### config.mk
export PLATFORM = sky130hd
export DESIGN_NAME = cluster_pwr_seq_flat
export DESIGN_NICKNAME = d
export VERILOG_FILES = /design/src/rtl/cluster_pwr_seq_if.sv /design/src/rtl/cluster_pwr_seq.sv /design/src/flat_wrapper.sv
export SDC_FILE = /design/constraint.sdc
export NUM_CORES = 1
export LEC_CHECK = 0
export ABC_AREA = 1
export CELL_PAD_IN_SITES_DETAIL_PLACEMENT = 1
export CELL_PAD_IN_SITES_GLOBAL_PLACEMENT = 1
export CORE_ASPECT_RATIO = 0.6
export CORE_UTILIZATION = 35
export DETAILED_ROUTE_END_ITERATION = 10
export PLACE_DENSITY = 0.82
export SLEW_MARGIN = 20
export SYNTH_ARGS = -nofsm -noshare
export SYNTH_HDL_FRONTEND = slang
export SYNTH_SLANG_ARGS = --single-unit
export TNS_END_PERCENT = 30
### constraint.sdc
create_clock -name clk_i -period 2.9 [get_ports clk_i]
set_clock_uncertainty 0.2 [all_clocks]
set_input_delay 0.435 -clock clk_i [delete_from_list [all_inputs] [get_ports clk_i]]
set_output_delay 0.435 -clock clk_i [all_outputs]
set_load 0.01 [all_outputs]
### src/rtl/cluster_pwr_seq_if.sv
// Control bundle between the FC-side power registers and the cluster power sequencer.
// master = FC side (drives requests), slave = sequencer (drives cluster controls).
interface cluster_pwr_seq_if #(
  parameter int ADDR_WIDTH = 64
);
  logic                  pwr_req_i;
  logic [ADDR_WIDTH-1:0] boot_addr_i;
  logic                  fetch_en_i;
  logic                  cluster_busy_i;
  logic                  cluster_pow_o;
  logic                  cluster_clk_en_o;
  logic                  cluster_rstn_o;
  logic                  cluster_fetch_enable_o;
  logic [ADDR_WIDTH-1:0] cluster_boot_addr_o;
  logic                  pwr_ack_o;
  logic                  evt_o;
  logic [2:0]            state_o;
  logic                  timeout_o;

  modport master (
    output pwr_req_i, boot_addr_i, fetch_en_i, cluster_busy_i,
    input  cluster_pow_o, cluster_clk_en_o, cluster_rstn_o, cluster_fetch_enable_o,
           cluster_boot_addr_o, pwr_ack_o, evt_o, state_o, timeout_o
  );

  modport slave (
    input  pwr_req_i, boot_addr_i, fetch_en_i, cluster_busy_i,
    output cluster_pow_o, cluster_clk_en_o, cluster_rstn_o, cluster_fetch_enable_o,
           cluster_boot_addr_o, pwr_ack_o, evt_o, state_o, timeout_o
  );
endinterface

### src/rtl/cluster_pwr_seq.sv
// Cluster power sequencer: supply -> clock -> reset release -> run, and drain -> clock/supply off.
// Optional forced power-down on a stuck busy cluster: define CLUSTER_PWR_SEQ_DRAIN_TIMEOUT_EN.
module cluster_pwr_seq #(
  parameter int PWR_UP_CYCLES = 16,
  parameter int RST_CYCLES    = 8,
  parameter int ADDR_WIDTH    = 64,
  parameter int DRAIN_TIMEOUT = 1024,
  parameter int CNT_WIDTH     = 16
) (
  input  logic               clk_i,
  input  logic               rst_ni,
  input  logic               dft_test_mode_i,
  cluster_pwr_seq_if.slave   bus
);

  typedef enum logic [2:0] {
    S_OFF     = 3'd0,
    S_PWR_UP  = 3'd1,
    S_CLK_ON  = 3'd2,
    S_RST_REL = 3'd3,
    S_RUN     = 3'd4,
    S_DRAIN   = 3'd5,
    S_CLK_OFF = 3'd6
  } state_e;

  localparam logic [CNT_WIDTH-1:0] PWR_UP_LOAD = CNT_WIDTH'(PWR_UP_CYCLES - 1);
  localparam logic [CNT_WIDTH-1:0] RST_LOAD    = CNT_WIDTH'(RST_CYCLES - 1);
  localparam logic [CNT_WIDTH-1:0] DRAIN_LOAD  = CNT_WIDTH'(DRAIN_TIMEOUT - 1);
  localparam logic [CNT_WIDTH-1:0] CNT_ONE     = CNT_WIDTH'(1);

  state_e                state_q, state_d;
  logic [CNT_WIDTH-1:0]  cnt_q, cnt_d;
  logic                  pow_q, pow_d;
  logic                  clk_en_q, clk_en_d;
  logic                  rstn_q, rstn_d;
  logic                  fetch_q, fetch_d;
  logic [ADDR_WIDTH-1:0] addr_q, addr_d;
  logic                  ack_q, ack_d;
  logic                  evt_q, evt_d;
  logic                  tmo_q, tmo_d;

  always_comb begin
    state_d  = state_q;
    cnt_d    = cnt_q;
    pow_d    = pow_q;
    clk_en_d = clk_en_q;
    rstn_d   = rstn_q;
    fetch_d  = fetch_q;
    addr_d   = addr_q;
    evt_d    = 1'b0;
    tmo_d    = tmo_q;
    unique case (state_q)
      S_OFF: begin
        pow_d    = 1'b0;
        clk_en_d = 1'b0;
        rstn_d   = 1'b0;
        fetch_d  = 1'b0;
        if (bus.pwr_req_i) begin
          state_d = S_PWR_UP;
          addr_d  = bus.boot_addr_i;
          cnt_d   = PWR_UP_LOAD;
          pow_d   = 1'b1;
          tmo_d   = 1'b0;
        end
      end
      S_PWR_UP: begin
        if (cnt_q == '0) begin
          state_d  = S_CLK_ON;
          clk_en_d = 1'b1;
        end else begin
          cnt_d = cnt_q - CNT_ONE;
        end
      end
      S_CLK_ON: begin
        state_d = S_RST_REL;
        cnt_d   = RST_LOAD;
      end
      S_RST_REL: begin
        if (cnt_q == '0) begin
          state_d = S_RUN;
          rstn_d  = 1'b1;
          evt_d   = 1'b1;
        end else begin
          cnt_d = cnt_q - CNT_ONE;
        end
      end
      S_RUN: begin
        if (!bus.pwr_req_i) begin
          state_d = S_DRAIN;
          fetch_d = 1'b0;
          cnt_d   = DRAIN_LOAD;
        end else begin
          fetch_d = bus.fetch_en_i;
        end
      end
      S_DRAIN: begin
        // A renewed request beats a simultaneous busy drop: the cluster is still live.
        fetch_d = 1'b0;
        if (bus.pwr_req_i) begin
          state_d = S_RUN;
        end else if (!bus.cluster_busy_i) begin
          state_d  = S_CLK_OFF;
          clk_en_d = 1'b0;
          rstn_d   = 1'b0;
        end
`ifdef CLUSTER_PWR_SEQ_DRAIN_TIMEOUT_EN
        else if (cnt_q == '0) begin
          state_d  = S_CLK_OFF;
          clk_en_d = 1'b0;
          rstn_d   = 1'b0;
          tmo_d    = 1'b1;
        end else begin
          cnt_d = cnt_q - CNT_ONE;
        end
`endif
      end
      S_CLK_OFF: begin
        state_d = S_OFF;
        pow_d   = 1'b0;
        evt_d   = 1'b1;
      end
      default: begin
        state_d  = S_OFF;
        pow_d    = 1'b0;
        clk_en_d = 1'b0;
        rstn_d   = 1'b0;
        fetch_d  = 1'b0;
      end
    endcase
    ack_d = (state_d == S_RUN) || (state_d == S_DRAIN);
  end

  always_ff @(posedge clk_i or negedge rst_ni) begin
    if (!rst_ni) begin
      state_q  <= S_OFF;
      cnt_q    <= '0;
      pow_q    <= 1'b0;
      clk_en_q <= 1'b0;
      rstn_q   <= 1'b0;
      fetch_q  <= 1'b0;
      addr_q   <= '0;
      ack_q    <= 1'b0;
      evt_q    <= 1'b0;
      tmo_q    <= 1'b0;
    end else begin
      state_q  <= state_d;
      cnt_q    <= cnt_d;
      pow_q    <= pow_d;
      clk_en_q <= clk_en_d;
      rstn_q   <= rstn_d;
      fetch_q  <= fetch_d;
      addr_q   <= addr_d;
      ack_q    <= ack_d;
      evt_q    <= evt_d;
      tmo_q    <= tmo_d;
    end
  end

  // Test mode hands cluster reset straight to the SoC reset pin for scan control.
  assign bus.cluster_rstn_o         = dft_test_mode_i ? rst_ni : rstn_q;
  assign bus.cluster_pow_o          = pow_q;
  assign bus.cluster_clk_en_o       = clk_en_q;
  assign bus.cluster_fetch_enable_o = fetch_q;
  assign bus.cluster_boot_addr_o    = addr_q;
  assign bus.pwr_ack_o              = ack_q;
  assign bus.evt_o                  = evt_q;
  assign bus.state_o                = state_q;
  assign bus.timeout_o              = tmo_q;

endmodule
### src/flat_wrapper.sv
// flat-port wrapper written by rule: the top's interface ports become plain ports
module cluster_pwr_seq_flat 
#(
  parameter int PWR_UP_CYCLES = 16,
  parameter int RST_CYCLES    = 8,
  parameter int ADDR_WIDTH    = 64,
  parameter int DRAIN_TIMEOUT = 1024,
  parameter int CNT_WIDTH     = 16
)
  (clk_i, rst_ni, dft_test_mode_i, bus_pwr_req_i, bus_boot_addr_i, bus_fetch_en_i, bus_cluster_busy_i, bus_cluster_pow_o, bus_cluster_clk_en_o, bus_cluster_rstn_o, bus_cluster_fetch_enable_o, bus_cluster_boot_addr_o, bus_pwr_ack_o, bus_evt_o, bus_state_o, bus_timeout_o);
  cluster_pwr_seq_if #(.ADDR_WIDTH(ADDR_WIDTH)) bus_i ();
  input  logic clk_i;
  input  logic rst_ni;
  input  logic dft_test_mode_i;
  input wire logic [$bits(bus_i.pwr_req_i)-1:0] bus_pwr_req_i;
  input wire logic [$bits(bus_i.boot_addr_i)-1:0] bus_boot_addr_i;
  input wire logic [$bits(bus_i.fetch_en_i)-1:0] bus_fetch_en_i;
  input wire logic [$bits(bus_i.cluster_busy_i)-1:0] bus_cluster_busy_i;
  output wire logic [$bits(bus_i.cluster_pow_o)-1:0] bus_cluster_pow_o;
  output wire logic [$bits(bus_i.cluster_clk_en_o)-1:0] bus_cluster_clk_en_o;
  output wire logic [$bits(bus_i.cluster_rstn_o)-1:0] bus_cluster_rstn_o;
  output wire logic [$bits(bus_i.cluster_fetch_enable_o)-1:0] bus_cluster_fetch_enable_o;
  output wire logic [$bits(bus_i.cluster_boot_addr_o)-1:0] bus_cluster_boot_addr_o;
  output wire logic [$bits(bus_i.pwr_ack_o)-1:0] bus_pwr_ack_o;
  output wire logic [$bits(bus_i.evt_o)-1:0] bus_evt_o;
  output wire logic [$bits(bus_i.state_o)-1:0] bus_state_o;
  output wire logic [$bits(bus_i.timeout_o)-1:0] bus_timeout_o;
  assign bus_i.pwr_req_i = bus_pwr_req_i;
  assign bus_i.boot_addr_i = bus_boot_addr_i;
  assign bus_i.fetch_en_i = bus_fetch_en_i;
  assign bus_i.cluster_busy_i = bus_cluster_busy_i;
  assign bus_cluster_pow_o = bus_i.cluster_pow_o;
  assign bus_cluster_clk_en_o = bus_i.cluster_clk_en_o;
  assign bus_cluster_rstn_o = bus_i.cluster_rstn_o;
  assign bus_cluster_fetch_enable_o = bus_i.cluster_fetch_enable_o;
  assign bus_cluster_boot_addr_o = bus_i.cluster_boot_addr_o;
  assign bus_pwr_ack_o = bus_i.pwr_ack_o;
  assign bus_evt_o = bus_i.evt_o;
  assign bus_state_o = bus_i.state_o;
  assign bus_timeout_o = bus_i.timeout_o;
  cluster_pwr_seq #(.PWR_UP_CYCLES(PWR_UP_CYCLES), .RST_CYCLES(RST_CYCLES), .ADDR_WIDTH(ADDR_WIDTH), .DRAIN_TIMEOUT(DRAIN_TIMEOUT), .CNT_WIDTH(CNT_WIDTH)) u_core (.clk_i(clk_i), .rst_ni(rst_ni), .dft_test_mode_i(dft_test_mode_i), .bus(bus_i));
endmodule
### Word level (Yosys, flattened, before mapping)

Index checks and enable logic that the tools add are counted.
W data, S select, Z words.

| operators by class | value |
|---|---|
| add/sub/neg operators | 1 |
| equality and inequality tests | 15 |
| mux-type cells | 23 |
| shift-type cells | 0 |
| div/mod/pow operators | 0 |
| $mul | 0 |
| bitwise logic cells | 2 |
| reduce and logical (&&, ||, !) cells | 13 |
| magnitude comparators | 0 |

Operators by type and width:

| operator | number |
|---|---|
| $pmux W16 S4 | 1 |
| $mux W16 | 3 |
| $mux W3 | 6 |
| $pmux W3 S6 | 1 |
| $logic_not A16 Y1 | 1 |
| $sub A16 B1 Y16 const B | 1 |
| $eq A3 B3 Y1 const B | 5 |
| $reduce_and A4 Y1 | 3 |
| $reduce_or A4 Y1 | 3 |
| $ne A2 B2 Y1 const B | 5 |
| $mux W1 | 7 |
| $eq A3 B2 Y1 const B | 2 |
| $pmux W1 S2 | 3 |
| $pmux W1 S3 | 2 |
| $reduce_or A5 Y1 | 1 |
| $ne A2 B1 Y1 const B | 2 |
| $reduce_bool A4 Y1 | 1 |
| $eq A3 B1 Y1 const B | 1 |
| $logic_not A3 Y1 | 1 |
| $not A1 Y1 | 2 |
| $reduce_and A2 Y1 | 1 |
| $reduce_or A2 Y1 | 1 |
| $logic_or A1 B1 Y1 | 1 |

| word-level totals | value |
|---|---|
| latch bits | 0 |
| ROM bits | 0 |
| memories | 0 |
| output and inout bits | 74 |
| register bits | 89 |
| input bits | 70 |
| word-level logic and storage cells | 63 |
| RAM bits | 0 |

### Depth between registers and ports, before layout

Gate-level depths: netlist (run 1).

| logic depth | value |
|---|---|
| word-level depth | 5 |
| depth in mapped cells | 10 |
| gate-level depth less buffers | 9 |

### Worst setup path before layout (run 1)

No wires, ideal clock.

| timing | value |
|---|---|
| kind | reg2reg |
| start | register u_core.cnt_q[1] |
| end | register u_core.cnt_q[14] |
| required time | 2.583 ns |
| buffers on the path | 1 |
| setup time | 0.117 ns |
| clock period less this slack | 1.739 ns |
| setup slack | 1.161 ns |
| cell stages (with the launch flop) | 11 |
| arrival time | 1.421 ns |
| cells stage by stage | dfrtp_1 > inv_1 > ha_1 > nand2_2 > nor2_4 > nand3_2 > nand2_4 > inv_4 > buf_6 > nand3_1 > nand2_1 |

| between the ends | value |
|---|---|
| longest elaborated chain between the ends | 3 |
| elaborated cells between the ends (all ways) | 6 |
| classes of those cells | add/sub (1); eq/ne (1); mux (2); reduce/logical (2) |

Ends and longest elaborated chain:

| element | line | text |
|---|---|---|
| start, declared | cluster_pwr_seq.sv:32 | `logic [CNT_WIDTH-1:0] cnt_q, cnt_d;` |
| start signal, assigned | cluster_pwr_seq.sv:147 | `cnt_q <= cnt_d;` |
| $sub A16 B1 Y16 or $logic_not A16 Y1 (tied branches) | n/a |  |
| $mux W16 or $ne A2 B2 Y1 (tied branches) | n/a |  |
| $pmux W16 S4 or $reduce_and A4 Y1 (tied branches) | n/a |  |

Several ways; a longest one is shown, not always the timed one. The select of a mux whose other input is x is not followed.
A chain may end at the register's enable or synchronous reset.

### Final worst setup path (run 1)

| timing | value |
|---|---|
| start | input port rst_ni |
| end | output port bus_cluster_rstn_o |

| between the ends | value |
|---|---|
| longest elaborated chain between the ends | 1 |

Ends and longest elaborated chain:

| element | line | text |
|---|---|---|
| start, declared | flat_wrapper.sv:13 | `input logic rst_ni;` |
| $mux W1 | cluster_pwr_seq.sv:160 | `assign bus.cluster_rstn_o = dft_test_mode_i ? rst_ni : rstn_q;` |
| end, declared | flat_wrapper.sv:21 | `output wire logic [$bits(bus_i.cluster_rstn_o)-1:0] bus_cluster_rstn_o;` |

Every way passes these cells.

==> impl_metrics.yaml, run 1 <==
run_status:
  status: "complete, no violations"
sta:
  fin_crit_ns: 2.49
  fin_crit_sh_pct: 85.7
  rsz0062_at_grt: "false"
  hold_viol: 0
  final-max-slew-violation-count: 0
  max_freq_mhz: 402
  fin_setup_tns_ns: 0
  worstMarginPinSlew_ns: 0.893
  max_slew_margin_pct: 40.4
  finalSetupViolations: 0
worst_setup_path:
  endpoint_kind: "primary output"
  worst_path_largest_cell_delay_ns: 0.53
  cp.required_ns: 2.27
  worstSetupPathType: "input port to primary output"
  critPathSlowestCell: "dlygate4sd3_1"
  startpoint_type: "input port"
  path_cells: "dlygate4sd3_1, buf_4, mux2_2, clkdlybuf4s50_1"
  reg2regPathDepth: 6
  crit_path_max_fanout: 2
  worstPathArrival_ns: 1.85
clocking:
  ctsHtreeMaxLevel: 3
  cts_setup_buffers: 0
  cts_hold_buf: 1
  clk_pin_slew_ns: 0.06
  numClockSinks: 89
  clockBufferDepth: 2
  cts_tree: "built"
  root_buffer: "clkbuf_16"
  cts_inserted_buffers: 9
  postCtsResizedCells: 0
  clock_latency_ns: 0.33
job:
  drv_cap: 0
logic_synthesis:
  yosysWarningCount: 0
  yosys_register_bits: 89
  postSynthCellCount: 513
  synth_edf_count: 0
  syn_area_um2: 4160
  yosys.cell_types.count: 32
  synth.avg_cell_area_um2: 8.12
  synth.top_cell.area_share_pct: 53.5
  synth_area_leaders: "dfrtp_1 53%, nand2_1 24%, buf_6 3.2%"
  synth_flop_cell: "dfrtp_1"
  syn-num-nets: 586
  yosysSeqAreaShare_pct: 53.5
  async_reset_ff_share_pct: 100
  yosysTopAreaCell: "dfrtp_1"
detailed_routing:
  antenna_left: 0
  totalWireLength_mm: 12.5
  drc: 0
  vias: 3806
  dr.pass1.iters: 4
  avgViaCountPerCell: 4.67
  wl_per_cell_um: 15.3
  drt_first_iter_violations: 223
hold_path:
  hp-class: "register to register"
  hold_depth: 2
final_layout:
  area_growth_pct: 41.9
  most-common-layout-cells: "265 x nand2_1, 141 x clkdlybuf4s50_1, 89 x dfrtp_1"
  fin_nets: 724
  nFillCells: 1383
  final_common_cell: "nand2_1"
  diodes: 0
  finalInstanceArea_um2: 5910
  layout-drive-gt1-share_pct: 7.48
floorplanning:
  core_um2: 11400
  die_h_um: 86.5
  dieArea_um2: 12400
  initial_core_util_pct: 36.4
  std_cell_rows: 30
  io_pins: 144
  die_w_um: 143
global_route:
  grt_pass1_vias: 4052
  antenna_found_initial: 0
  grtUsageTotal_pct: 21.4
  grt_overflow: 0
  grt_pass1_wl_mm: 20.6
  grt_max_degree: 66
placement:
  portBuffers: 142
  dpl.hpwl_mm: 9.19
  gp_congestion: 0.816
  post_dp_cell_area_um2: 5630
power:
  leakagePower_nw: 2.89
  ir_drop_mv: 0.289
  power-per-cell-area_nw_per_um2: 453
-- registers in the layout, summed over array words and instances, names as in the netlist --
register	flops
u_core.rstn_q	1
u_core.bus.cluster_clk_en_o	1
u_core.bus.pwr_ack_o	1
u_core.bus.state_o	3
u_core.bus.evt_o	1
u_core.bus.cluster_pow_o	1
u_core.bus.cluster_boot_addr_o	64
u_core.bus.cluster_fetch_enable_o	1
u_core.cnt_q	16
-- path summary, 6_finish.rpt --
path                                                    start                                 end  slack, ns
max in group asynchronous                              rst_ni  u_core.bus.cluster_boot_addr_o[20]       0.92
setup reg to reg                        u_core.bus.state_o[1]  u_core.bus.cluster_boot_addr_o[63]       0.56
setup / recovery                                       rst_ni                  bus_cluster_rstn_o       0.41
min in group asynchronous                              rst_ni               u_core.bus.state_o[0]       0.51
hold reg to reg            u_core.bus.cluster_boot_addr_o[61]  u_core.bus.cluster_boot_addr_o[61]       0.27
hold / removal             u_core.bus.cluster_boot_addr_o[61]  u_core.bus.cluster_boot_addr_o[61]       0.27
-- critical path, delay by kind of cell --
kind | cells | cell delay [ns]
buf+inv | 3 | 1.16
mux | 1 | 0.26
-- final cells by class --
type / count / area [µm²] / area share (%)
multi-input cells: 377 / 1650 / 28.0
flip-flops and latches: 89 / 2230 / 37.7
clock inverters: 6 / 42.5 / 0.720
repair buffers: 146 / 1450 / 24.6
clock buffers: 9 / 225 / 3.81
well taps: 160 / 200 / 3.39
inverters: 28 / 109 / 1.84
-- cell families after synthesis --
| group | share of synthesized area [%] |
|---|---|
| AOI/OAI and AO/OA | 4.45 |
| adders and majority gates | 0.902 |
| buffers and inverters | 6.82 |
| DFF | 53.5 |
| muxes | 0.270 |
| other | 0.0901 |
| and+or+nand+nor | 34.0 |
-- power breakdown --
| part | leakage, nW | switching, mW | internal [mW] | total [mW] |
|---|---|---|---|---|
| clock | 0.128 | 0.499 | 0.579 | 1.08 |
| combinational | 1.64 | 0.110 | 0.177 | 0.287 |
| sequential | 1.12 | 0.0272 | 1.29 | 1.31 |
| total | 2.89 | 0.636 | 2.04 | 2.68 |
-- synthesized netlist by cell type, types with 4 or more instances --
cell	number
o21ai_0	16
inv_2	6
nand3_1	26
nor2_4	4
nor2_2	4
nand2_1	265
buf_6	12
inv_1	21
nor2_1	30
a21oi_1	5
nand2_2	4
dfrtp_1	89
o21ai_2	5
-- per-layer routing --
layer / vias up / part of all wire [%] / GRT usage (%)
met4: 0 / 0.55 / 4.30
met2: 90 / 47 / 34.9
met3: 6 / 5.9 / 5.97
met5: - / 0 / 0
li1: 1853 / - / -
met1: 1857 / 47 / 28.7
-- metrics by stage --
stage                     setup slack, ns  utilization [%]  instances  hold slack [ns]  power (mW)
after floorplan                      1.16                -        513          -0.0606        1.39
after global placement              0.454             49.2        799            0.253        1.62
after detailed placement            0.408             49.2        799            0.259        1.63
after CTS                           0.407             51.6        815            0.276        2.72
after global routing                0.290             51.6        815            0.295        2.79
final                               0.415             51.6        815            0.270        2.68
Power figures use the tool's default switching activity.
==> run 2: changes to the inputs <==
--- a/config.mk
+++ b/config.mk
@@ -9,9 +9,9 @@
 export CELL_PAD_IN_SITES_DETAIL_PLACEMENT = 1
 export CELL_PAD_IN_SITES_GLOBAL_PLACEMENT = 1
 export CORE_ASPECT_RATIO = 0.6
-export CORE_UTILIZATION = 35
+export CORE_UTILIZATION = 29
 export DETAILED_ROUTE_END_ITERATION = 10
-export PLACE_DENSITY = 0.82
+export PLACE_DENSITY = 0.73
 export SLEW_MARGIN = 20
 export SYNTH_ARGS = -nofsm -noshare
 export SYNTH_HDL_FRONTEND = slang
==> constraint.sdc (replaced) <==
create_clock -name clk_i -period 2 [get_ports clk_i]
set_clock_uncertainty 0.2 [all_clocks]
set_input_delay 0.3 -clock clk_i [delete_from_list [all_inputs] [get_ports clk_i]]
set_output_delay 0.3 -clock clk_i [all_outputs]
set_load 0.01 [all_outputs]
==> impl_metrics.yaml, run 2 (synthesis results as in run 1) <==
placement:
  portBuffers: 142
  gp_congestion: 0.782
  post_dp_cell_area_um2: 5810
  dpl.hpwl_mm: 9.13
worst_setup_path:
  crit_path_max_fanout: 5
  startpoint_type: "register"
  worstSetupPathType: "register to primary output"
  worstPathArrival_ns: 1.45
  cp.required_ns: 1.50
  endpoint_kind: "primary output"
final_layout:
  most-common-layout-cells: "265 x nand2_1, 139 x clkdlybuf4s50_1, 87 x dfrtp_1"
  final_common_cell: "nand2_1"
  fin_nets: 733
  diodes: 0
  area_growth_pct: 47.6
  finalInstanceArea_um2: 6140
  largest_reg_flops: 64
  layout-drive-gt1-share_pct: 9.17
detailed_routing:
  route.met2.wl_mm: 5.41
  drt_first_iter_violations: 179
  antenna_left: 0
  wl_met1_mm: 5.98
  totalWireLength_mm: 12.4
  avgViaCountPerCell: 4.50
  top_layer_used: "met4"
  drc: 0
  dr.pass1.iters: 4
  wl_per_cell_um: 14.5
  vias: 3860
  wl_met3_um: 914
floorplanning:
  initial_core_util_pct: 30.1
  io_pins: 144
  die_w_um: 157
  die_h_um: 94.8
  core_um2: 13800
  std_cell_rows: 33
  dieArea_um2: 14900
clocking:
  cts_tree: "built"
  clock_latency_ns: 0.34
  numClockSinks: 89
  clk_pin_slew_ns: 0.07
  cts_inserted_buffers: 9
  clockBufferDepth: 2
  root_buffer: "clkbuf_16"
  cts_setup_buffers: 0
  ctsHtreeMaxLevel: 3
sta:
  max_freq_mhz: 512
  fin_crit_sh_pct: 97.7
  hold_ws_ns: 0.269
  fin_setup_tns_ns: 0
  final-max-slew-violation-count: 0
  hold_viol: 0
  rsz0062_at_grt: "false"
  finalSetupViolations: 0
  fin_crit_ns: 1.95
power:
  ir_drop_mv: 0.534
  leakagePower_nw: 2.99
  power-per-cell-area_nw_per_um2: 674
global_route:
  grt_max_degree: 90
  antenna_found_initial: 0
  grt_pass1_wl_mm: 20.4
  grt_pass1_vias: 3975
  grtUsageTotal_pct: 17.9
  grt_overflow: 0
job:
  drv_cap: 0
run_status:
  status: "complete, no violations"
hold_path:
  hp-class: "register to register"
run 2: cell count changes in the layout (fill, tap and decap cells not counted), moves of 2 or more:
| cell | delta |
|---|---|
| buf_4 | +3 |
| bufinv_16 | +2 |
| clkinv_4 | +2 |
| buf_12 | +6 |
| dfrtp_2 | +2 |
| dfrtp_1 | -2 |
| clkinv_2 | -2 |
| clkinvlp_4 | -2 |
| clkdlybuf4s50_1 | -2 |
| dlygate4sd2_1 | +2 |
run 2: power breakdown:
part	leakage (nW)	total [mW]	internal [mW]	switching, mW
clock	0.157	1.82	1.10	0.721
combinational	1.71	0.418	0.259	0.159
sequential	1.12	1.90	1.87	0.0380
total	2.99	4.14	3.23	0.918
run 2: worst max-delay path, cell delays in order (launching register included):
cell and delay [ns]:
dfrtp_1 0.42, buf_4 0.17, clkdlybuf4s50_1 0.53
run 2: final timing paths:
kind                       depth (start not counted)                                from                                  to  slack [ns]
max in group asynchronous                          3                              rst_ni  u_core.bus.cluster_boot_addr_o[59]        0.80
max                                                2               u_core.bus.state_o[1]                      bus_state_o[1]        0.05
min                                                2  u_core.bus.cluster_boot_addr_o[53]  u_core.bus.cluster_boot_addr_o[53]        0.27
min reg2reg                                        2  u_core.bus.cluster_boot_addr_o[53]  u_core.bus.cluster_boot_addr_o[53]        0.27
min in group asynchronous                          3                              rst_ni               u_core.bus.state_o[1]        0.41
max reg2reg                                        9                     u_core.cnt_q[1]                u_core.bus.pwr_ack_o        0.15
run 2: cell type report:
cell class              instances  area, µm²
fillers                      1620       7690
flip-flops and latches         89       2230
multi-input cells             377       1660
repair buffers                155       1590
well taps                     192        240
clock buffers                  10        229
inverters                      28        108
clock inverters                 6       91.3
run 2: through the flow:
| stage | setup WS (ns) | instances | total power [mW] | utilization, % |
|---|---|---|---|---|
| detailed placement | -0.0552 | 840 | 2.36 | 42.0 |
| CTS | 0.0147 | 857 | 4.22 | 44.4 |
| global route | 0.00328 | 857 | 4.32 | 44.4 |
| finish | 0.0458 | 857 | 4.14 | 44.4 |
| global placement | -0.0730 | 840 | 2.35 | 42.0 |
| floorplan | 0.261 | 513 | 2.02 | - |
run 2: layer usage:
layer | track usage, % | up-vias
li1 | - | 1875
met4 | 4.98 | 0
met3 | 5.23 | 12
met5 | 0 | -
met2 | 27.9 | 141
met1 | 24.1 | 1832
run 2: repair_timing:
action,in CTS,in global routing
endpoints found under the hold margin,89,0
hold buffers,1,0
resized for setup,3,2
setup endpoints to repair,2,2
pin swaps,0,1
==> edit 1: new RTL, flow settings as in run 1 <==
Take the reset off `addr_q` and load it in a clocked block of its own.
--- a/src/rtl/cluster_pwr_seq.sv
+++ b/src/rtl/cluster_pwr_seq.sv
@@ -138,7 +138,6 @@
       clk_en_q <= 1'b0;
       rstn_q   <= 1'b0;
       fetch_q  <= 1'b0;
-      addr_q   <= '0;
       ack_q    <= 1'b0;
       evt_q    <= 1'b0;
       tmo_q    <= 1'b0;
@@ -149,11 +148,14 @@
       clk_en_q <= clk_en_d;
       rstn_q   <= rstn_d;
       fetch_q  <= fetch_d;
-      addr_q   <= addr_d;
       ack_q    <= ack_d;
       evt_q    <= evt_d;
       tmo_q    <= tmo_d;
     end
+  end
+
+  always_ff @(posedge clk_i) begin
+    addr_q <= addr_d;
   end
 
   // Test mode hands cluster reset straight to the SoC reset pin for scan control.
Formal check against the unedited RTL: not equivalent (Yosys sat finds a counterexample within 4 cycles, from zero or initial values and one cycle with rst_ni low).
==> edit 1 against run 1 <==
Setup slack better by 0.12 ns. Sequential share of layout area rose by 7.9 points. Design area is 5.3% lower. Via count is 26% lower. Non-clock buffer count fell by 2. Sequential cell count unchanged. Synthesized area shrank 12%. Largest cell class unchanged. Critical path type is now reg2out. Die area is 12% lower. Fmax grew 5.0%. Routed wire length shrank 11%. Highest routed layer unchanged. Critical path depth is 3 lower.
Power is not compared: it rests on default switching activity, and its combinational part moved more than twofold at a synthesized area within 25%.
==> edit 1: results (changes against run 1) <==
* Cell family with most CP delay: flip-flops
* Routed wire length at 11100 um (-11%)
* Drt first pass iters at 5 (+1)
* CP startpoint: u_core.bus.state_o[2]
* Yosys cell types at 31 (-3.1%)
* Layout cells sized above 1 at 10.5% (+3.0 points)
* Worst Min Path Start: u_core.rstn_q
* Largest net degree at the start of global routing at 67 (+1.5%)
* Syn nets at 384 (-34%)
* Post-synth EDFFs at 64 (+64)
* First-pass GRT wire length at 17100 um (-17%)
* Cells on worst reg2reg path at 9 (+3)
* Area contributors post-synth: edfxtp_1, dfrtp_1, nand2_1, nand3_1, nor2_1
* Worst R2R Start: u_core.cnt_q[0]
* Worst Path Max Fanout at 12 (+10)
* Post-synth ARST share at 28.1% (-72 points)
* Status: finished, final reports clean
* DR iter-0 viols at 225 (+0.90%)
* Slew headroom at 61.1% (+21 points)
* Post-DP Area at 0.00525 mm2 (-6.7%)
* Via Count at 2832 (-26%)
* Sequential fraction of the synthesis area at 69.6% (+16 points)
* Final Net Count at 534 (-26%)
* Crit path to: bus_state_o[2]
* Placer Congestion at 0.820 (+0.54%)
* Worst Hold Class: reg2reg
* Number of global-route vias before repair at 3035 (-25%)
[edit 1: routing by layer]
layer | global-route usage, % | up-vias | part of all wire [%]
li1 | - | 1340 | -
met3 | 5.12 | 17 | 5.3
met4 | 7.30 | 0 | 1.9
met2 | 39.3 | 99 | 52
met1 | 26.0 | 1376 | 41
met5 | 0 | - | 0
[edit 1: logic make-up after synthesis]
family | synth area share (%)
buffers and inverters | 4.27
other | 0.102
AOI/OAI and AO/OA | 3.80
xor gates and xnor gates | 0.239
DFF | 69.6
and+or+nand+nor | 20.3
muxes | 0.615
adders and majority gates | 1.03
[edit 1: power by group]
| part | internal, mW | switching [mW] | leakage, nW |
|---|---|---|---|
| registers | 1.66 | 0.202 | 0.915 |
| clock network | 0.843 | 0.491 | 0.170 |
| logic | 0.699 | 1.06 | 1.17 |
[edit 1: how the worst min path moves through the flow]
stage / slack (ns) / cells after the start / end
6_report: 0.31 / 2 / u_core.rstn_q
5_1_grt: 0.34 / 2 / u_core.rstn_q
4_1_cts: 0.32 / 2 / u_core.bus.cluster_clk_en_o
3_5_place_dp: 0.29 / 2 / u_core.bus.cluster_clk_en_o
3_3_place_gp: 0.26 / 2 / u_core.bus.cluster_clk_en_o
2_1_floorplan: -0.06 / 0 / u_core.bus.cluster_clk_en_o
[edit 1: area by class of cell]
cell class / count / area [um2]
flip-flops and latches: 89 / 2550
clock inverters: 7 / 118
clock buffers: 9 / 225
inverters: 29 / 114
well taps: 135 / 169
repair buffers: 144 / 1450
multi-input cells: 188 / 972
fillers: 1063 / 4420
[edit 1: per-stage QoR]
step                setup WS [ns]  setup TNS, ns  std cells
finish                      0.533              0        601
global route                0.484              0        601
CTS                         0.520              0        601
detailed placement          0.533              0        585
global placement            0.571              0        585
floorplan                 -0.0167         -0.385        311
==> edit 2: new RTL, flow settings as in run 1 <==
Made on the original files. Add a define of `CLUSTER_PWR_SEQ_DRAIN_TIMEOUT_EN`.
--- a/src/rtl/cluster_pwr_seq.sv
+++ b/src/rtl/cluster_pwr_seq.sv
@@ -1,5 +1,7 @@
 // Cluster power sequencer: supply -> clock -> reset release -> run, and drain -> clock/supply off.
 // Optional forced power-down on a stuck busy cluster: define CLUSTER_PWR_SEQ_DRAIN_TIMEOUT_EN.
+`define CLUSTER_PWR_SEQ_DRAIN_TIMEOUT_EN
+
 module cluster_pwr_seq #(
   parameter int PWR_UP_CYCLES = 16,
   parameter int RST_CYCLES    = 8,
Function: same outputs for any inputs over 10 cycles, from zero or initial values and one cycle with rst_ni low; that may be too few to reach the edited logic, so the function may still have changed.
==> edit 2 against run 1 <==
Setup slack better by 0.057 ns. Highest routed layer unchanged. Design area up 2.6%. Sequential cell count is 1 higher. Critical path depth is 5 higher. Synthesized area shrank 0.12%. Synthesized cell count rose by 5.1%. Routed wire length rose by 5.9%.
Power is not compared: it rests on default switching activity, and its combinational part moved more than twofold at a synthesized area within 25%.
==> edit 2: results (changes against run 1) <==
* R2R setup slack at 0.47 ns (-0.09 ns)
* Met3 wire length at 714 um (-2.5%)
* DR iter-0 viols at 172 (-23%)
* Avg Inst Size Synth at 7.72 um2 (-4.9%)
* Worst Hold Class: in2async
* Area contributors post-synth: dfrtp_1, nand2_1, nor2_1, inv_1, nand3_1
* Worst path max stage delay at 0.63 ns (+0.10 ns)
* Via Count at 3967 (+4.2%)
* Final HPWL DP at 9730 um (+5.9%)
* Multi-input combinational area share at 27.8% (-0.19 points)
* GRT met2 Usage at 35.3% (+0.45 points)
* Synth Area in Compound Gates at 4.03% (-0.42 points)
* GRT Util Overall at 22.6% (+1.1 points)
* Status: finished, final reports clean
* WL met2 at 5970 um (+2.6%)
* Port bufs at 143 (+0.70%)
* Synth Area in XOR/XNOR at 0.632% (+0.63 points)
* Synth Area in Adders at 0.903% (+0.0011 points)
* Number of global-route vias before repair at 4169 (+2.9%)
* Yosys cell types at 30 (-6.3%)
* Largest net degree at the start of global routing at 67 (+1.5%)
* Hold_ws at 0.128 ns (-0.142 ns)
* Final Net Count at 753 (+4.0%)
* Syn nets at 612 (+4.4%)
* Non-clk buf share at 24.6% (+0.037 points)
* Critical Path AT at 2.45 ns (+0.60 ns)
* Cells on worst reg2reg path at 9 (+3)
* Routed wire length at 13200 um (+5.9%)
* Sequential fraction of the synthesis area at 54.2% (+0.67 points)
* Post-synthesis mux area share at 0.271% (+0.00033 points)
* Worst Max-Slew Pin Slew at 0.775 ns (-0.119 ns)
* Non-clk invs at 34 (+21%)
-- edit 2: cell count changes in the layout (fill, tap and decap cells not counted), sizes merged, moves of 2 or more --
| cell | run 1 | this run |
|---|---|---|
| nand3 | 27 | 22 |
| bufinv | 0 | 2 |
| xor2 | 0 | 2 |
| inv | 29 | 34 |
| or2 | 0 | 3 |
| o21ai | 23 | 15 |
| buf | 4 | 6 |
| nand2 | 270 | 292 |
| nor2 | 39 | 44 |
-- edit 2: per-stage QoR --
step	area [um2]	setup slack [ns]
2_1_floorplan	4160	1.23
3_3_place_gp	5760	0.493
3_5_place_dp	5760	0.347
4_1_cts	6060	0.517
5_1_grt	6060	0.342
6_report	6060	0.472
-- edit 2: critical path, delay by kind of cell (launching register included) --
kind	cells	cell delay, ns
and+or+nand+nor	5	0.51
adders and majority gates	1	0.21
AOI/OAI and AO/OA	1	0.63
buffers and inverters	2	0.38
DFF	1	0.38
